## config.mk

```make
export PLATFORM = sky130hd
export DESIGN_NAME = uart_rx_oversampled
export DESIGN_NICKNAME = d
export VERILOG_FILES = /design/src/rtl/uart_rx_oversampled.sv
export SDC_FILE = /design/constraint.sdc
export NUM_CORES = 1
export LEC_CHECK = 0
export ABC_AREA = 1
export CAP_MARGIN = 10
export CORE_MARGIN = 8
export CORE_UTILIZATION = 37
export CTS_CLUSTER_DIAMETER = 50
export DETAILED_ROUTE_END_ITERATION = 12
export PLACE_DENSITY = 0.64
export SYNTH_ARGS = -nofsm -noshare
export SYNTH_HDL_FRONTEND = slang
export SYNTH_SLANG_ARGS = --single-unit
```

## constraint.sdc

```tcl
create_clock -name clk -period 3.65 [get_ports clk]
set_input_delay 0.365 -clock clk [delete_from_list [all_inputs] [get_ports clk]]
set_output_delay 0.365 -clock clk [all_outputs]
set_load 0.005 [all_outputs]
```

## src/rtl/uart_rx_oversampled.sv

```systemverilog
// UART receive engine: 2-FF synchronized rx, programmable prescaler, 3-sample majority
// vote around mid-bit, optional even/odd parity, and done/parity/framing status per frame.
`timescale 1ns/1ps
module uart_rx_oversampled #(
    parameter int DATAWIDTH    = 8,
    parameter int OVERSAMPLING = 16,
    parameter int DIVWIDTH     = 8
) (
    input  logic                 clk,
    input  logic                 rst,
    input  logic [DIVWIDTH-1:0]  div,
    input  logic                 parityEnable,
    input  logic                 parityType,
    input  logic                 rx,
    output logic [DATAWIDTH-1:0] rx_out,
    output logic                 rx_done,
    output logic                 parityError,
    output logic                 parityErrorValid,
    output logic                 framingError,
    output logic                 busy
);
    localparam int M  = OVERSAMPLING / 2;
    localparam int SW = $clog2(OVERSAMPLING);
    localparam int IW = (DATAWIDTH > 1) ? $clog2(DATAWIDTH) : 1;

    typedef enum logic [2:0] {
        IDLE   = 3'd0,
        START  = 3'd1,
        DATA   = 3'd2,
        PARITY = 3'd3,
        STOP   = 3'd4
    } state_t;

    state_t                state, state_next;
    logic [1:0]            sync_pipe;
    logic                  rx_s, rx_prev;
    logic [DIVWIDTH-1:0]   pcnt, div_eff;
    logic [SW-1:0]         scnt;
    logic [IW-1:0]         bidx;
    logic [1:0]            samp;
    logic [DATAWIDTH-1:0]  shreg;
    logic                  par_en_l, par_type_l, par_bit;
    logic                  tick, start_edge, at_vote, at_wrap, vote, last_bit;

    assign rx_s       = sync_pipe[1];
    assign div_eff    = (div == '0) ? DIVWIDTH'(1) : div;
    // >= rather than == so a div shrink while idle cannot strand the counter
    assign tick       = (pcnt >= div_eff - DIVWIDTH'(1));
    assign start_edge = rx_prev & ~rx_s;
    assign at_vote    = tick && (scnt == SW'(M + 1));
    assign at_wrap    = tick && (scnt == SW'(OVERSAMPLING - 1));
    assign vote       = (samp[0] & samp[1]) | (samp[0] & rx_s) | (samp[1] & rx_s);
    assign last_bit   = (bidx == IW'(DATAWIDTH - 1));
    assign busy       = (state != IDLE);

    always_comb begin
        state_next = state;
        case (state)
            IDLE:    if (start_edge) state_next = START;
            START: begin
                if (at_vote && vote) state_next = IDLE;
                else if (at_wrap)    state_next = DATA;
            end
            DATA:    if (at_wrap && last_bit) state_next = par_en_l ? PARITY : STOP;
            PARITY:  if (at_wrap) state_next = STOP;
            STOP:    if (at_vote) state_next = IDLE;
            default: state_next = IDLE;
        endcase
    end

    always_ff @(posedge clk) begin
        if (rst) begin
            state            <= IDLE;
            sync_pipe        <= 2'b11;
            rx_prev          <= 1'b1;
            pcnt             <= '0;
            scnt             <= '0;
            bidx             <= '0;
            samp             <= '0;
            shreg            <= '0;
            par_en_l         <= 1'b0;
            par_type_l       <= 1'b0;
            par_bit          <= 1'b0;
            rx_out           <= '0;
            rx_done          <= 1'b0;
            parityError      <= 1'b0;
            parityErrorValid <= 1'b0;
            framingError     <= 1'b0;
        end else begin
            sync_pipe <= {sync_pipe[0], rx};
            rx_prev   <= rx_s;
            state     <= state_next;
            rx_done   <= 1'b0;

            // restart on the start edge so ticks line up with the frame
            if ((state == IDLE && start_edge) || tick) pcnt <= '0;
            else                                       pcnt <= pcnt + DIVWIDTH'(1);

            if (state == IDLE)
                scnt <= '0;
            else if (tick)
                scnt <= (scnt == SW'(OVERSAMPLING - 1)) ? '0 : scnt + SW'(1);

            if (tick && state != IDLE) begin
                if (scnt == SW'(M - 1)) samp[0] <= rx_s;
                if (scnt == SW'(M))     samp[1] <= rx_s;
            end

            case (state)
                IDLE: begin
                    par_en_l   <= parityEnable;
                    par_type_l <= parityType;
                    bidx       <= '0;
                end
                DATA: begin
                    if (at_vote) shreg <= {vote, shreg[DATAWIDTH-1:1]};
                    if (at_wrap && !last_bit) bidx <= bidx + IW'(1);
                end
                PARITY: if (at_vote) par_bit <= vote;
                STOP: if (at_vote) begin
                    rx_out           <= shreg;
                    parityErrorValid <= par_en_l;
                    parityError      <= par_en_l & (par_bit != ((^shreg) ^ par_type_l));
                    framingError     <= ~vote;
                    rx_done          <= 1'b1;
                end
                default: ;
            endcase
        end
    end
endmodule

```

==> run metrics <==
Worst Hold Path Cells=1; Worst Path Max Fanout=21; core box area=approximately 0.0063 sq mm; Tmin final=~3200 ps; Critical Path Start Type=input port; combined area of the multi-input logic cells=about 0.0012 sq mm; Mapped Area=0.00239 sq mm; FMAX=312 MHz; CTS tree=done; die height=~96 microns; Vias per Instance=~4.8; Die W=96.3 microns; CP Data Required Time=roughly 3900 ps; routed via count=1958; worst reg-to-reg path cell count=11; #FFs+latches synth=46; Crit Path Class=input port to flop; Num Clock Sinks=between 40 and 50; worst setup path endpoint=framingError$_SDFFE_PP0P_; Fill cells=around 660; gr ovfl total=0; final slew viol count=0; reg2reg end=framingError$_SDFFE_PP0P_; row count=29; top-area cell type share of the netlist area=roughly two fifths; Critical Path AT=3440 ps; worst min path class=flop to flop; leakage=between 1 and 1.5 nW; Gate Count Post-Synth=309; initial antenna violation count=0; DRC Markers=0; synth top area cells=dfxtp_1 (39%), ha_1 (7.9%), a21oi_1 (7.1%); relative slew slack=70.8%; endpoint class of the critical path=flop; first-pass GRT wire length=between 8000 and 9000 microns; final net count=361; Worst-Margin Slew=about 440 ps; largest net degree at the start of global routing=29; cts repair resizes=0; Setup Buffers After CTS=0; Seq/Total Area, Yosys=around 39%; Period Utilization, post-route=87.8%; io pins=26; DP HPWL=3510 microns; initial core utilization=a little under two fifths; detailed-route wire length=4720 microns; RSZ-0062 raised after global routing=false; reg-to-reg slack, setup=between 1500 and 2000 ps; VDD IR max=0.344 mV; Final Setup Violations=0; n_diodes=0; Critical path origin=div[3]; iteration-0 DRC count of the detailed router=108; Area Overhead vs Synth=16.1%; clock latency on the worst-skew pair=~300 ps; reg2reg start=pcnt[0]$_SDFF_PP0_; DR WL/cell=between 10 and 15 microns; Yosys cell types=38; Post-Syn Nets=approximately 340; mean area per synthesized cell=between 7 and 8 sq um; fraction of layout cells with a size suffix above 1=around a tenth; max capacitance violation total=0; vias in the first global route=~1800; global placement routability congestion=about 0.84; H-tree depth=2; PortBufs=25; CTS Buf Count=5; Total GRT Usage=a little over a tenth; final hold violations=0; clk slew on worst S/H paths=90 ps; CTS Buffer Depth=2; Cell Pwr Density=roughly 430 mW/mm^2; yosys warns=0; register area=roughly 900 sq um; outcome=complete, no violations; post-route ant nets=0; CTS root buffer=clkbuf_8; clk_skew=approximately 7.6 ps; Fin Hold WS=422 ps; setup TNS=0 ps; die area=about 0.0093 sq mm; Pre-antenna DRT Iters=4; Post-CTS Hold Buffers=0; post-synth top area cell=dfxtp_1
power breakdown:
| part | internal, mW | total, mW | switching (mW) | leakage, nW |
|---|---|---|---|---|
| clock | 0.135 | 0.314 | 0.180 | 0.0441 |
| sequential | 0.541 | 0.576 | 0.0346 | 0.373 |
| combinational | 0.119 | 0.306 | 0.187 | 0.640 |
| total | 0.795 | 1.20 | 0.401 | 1.06 |
cell families (layout without fill, tap and decap cells):
| family | count (synthesis) | after routing | share of synthesized area [%] |
|---|---|---|---|
| xor+xnor | 17 | 17 | 6.23 |
| compound gates | 72 | 72 | 16.8 |
| fa+ha+maj | 15 | 15 | 7.86 |
| flops | 46 | 46 | 38.6 |
| simple gates | 106 | 106 | 21.4 |
| buf+inv | 53 | 78 | 9.22 |
worst max-delay path: stages:
cell,delay (ps)
clkdlybuf4s50_1,490
nor4_1,390
a31oi_1,220
ha_1,280
nand2_1,90
xnor2_1,110
inv_1,60
ha_1,260
nand2_1,50
nor2_1,100
nand2_2,80
nand2_4,140
nand3_2,340
or2_0,330
a21oi_1,110
cell usage after synthesis (all sizes together):
library cell,instances
inv,45
o21a,1
or2,3
buf,5
nand3,13
and3,1
ha,15
dfxtp,46
o31ai,1
a31oi,1
nand2,42
a21oi,36
nand3b,1
nand4,1
xor2,7
nor2,40
o211ai,1
nor3b,2
a31o,1
nor4,1
clkbuf,3
a211oi,3
xnor2,10
o21ai,28
nor3,2
worst min path at each step:
stage / from / end / slack (ps)
after floorplan: sync_pipe[0]$_SDFF_PP1_ / sync_pipe[1]$_SDFF_PP1_ / 390
after global placement: sync_pipe[0]$_SDFF_PP1_ / sync_pipe[1]$_SDFF_PP1_ / 410
after detailed placement: sync_pipe[0]$_SDFF_PP1_ / sync_pipe[1]$_SDFF_PP1_ / 410
after CTS: sync_pipe[0]$_SDFF_PP1_ / sync_pipe[1]$_SDFF_PP1_ / 430
after global routing: sync_pipe[0]$_SDFF_PP1_ / sync_pipe[1]$_SDFF_PP1_ / 450
final: sync_pipe[0]$_SDFF_PP1_ / sync_pipe[1]$_SDFF_PP1_ / 420
final cells by class:
class	instances	share of cell area, %
clock inverters	3	0.767
clock buffers	5	2.48
repair buffers	25	9.02
multi-input cells	210	45.0
well taps	77	3.47
inverters	45	6.09
flip-flops and latches	46	33.2
cell usage in the layout (no fill, tap or decap), drive strengths merged:
cell and count:
o21ai 28, o21a 1, a31o 1, nor3 2
nor3b 2, clkinvlp 1, a211oi 3, a31oi 1
xor2 7, a21oi 36, o31ai 1, nand3b 1
dfxtp 46, nand3 13, o211ai 1, nand2 42
clkbuf 5, clkdlybuf4s50 25, nor2 40, ha 15
or2 3, inv 45, clkinv 2, nand4 1
xnor2 10, nor4 1, and3 1
registers in the layout, indices dropped and copies added, names as in the netlist:
signal	cells
pcnt	8
rx_out	8
shreg	8
scnt	4
bidx	3
state	3
samp	2
sync_pipe	2
framingError	1
par_bit	1
par_en_l	1
par_type_l	1
parityError	1
parityErrorValid	1
rx_done	1
rx_prev	1
stage by stage:
stage	power, mW	instance area (sq um)	cells	setup WS, ps	util (%)
6_report	1.20	2770	411	445	43.9
5_1_grt	1.27	2770	411	148	43.9
4_1_cts	1.21	2770	411	442	43.9
3_5_place_dp	0.892	2680	403	126	42.5
3_3_place_gp	0.886	2680	403	251	42.5
2_1_floorplan	0.813	2390	309	1100	-
layer usage:
metal  vias up  GRT usage (%)  wire length (microns)
li1       1057              -                      -
met1       870           13.9                   2360
met2        26           17.1                   2120
met3         5           2.73                    190
met4         0           3.78                     55
met5         -              0                      0
Note: power is estimated with default switching activity, not from simulation.
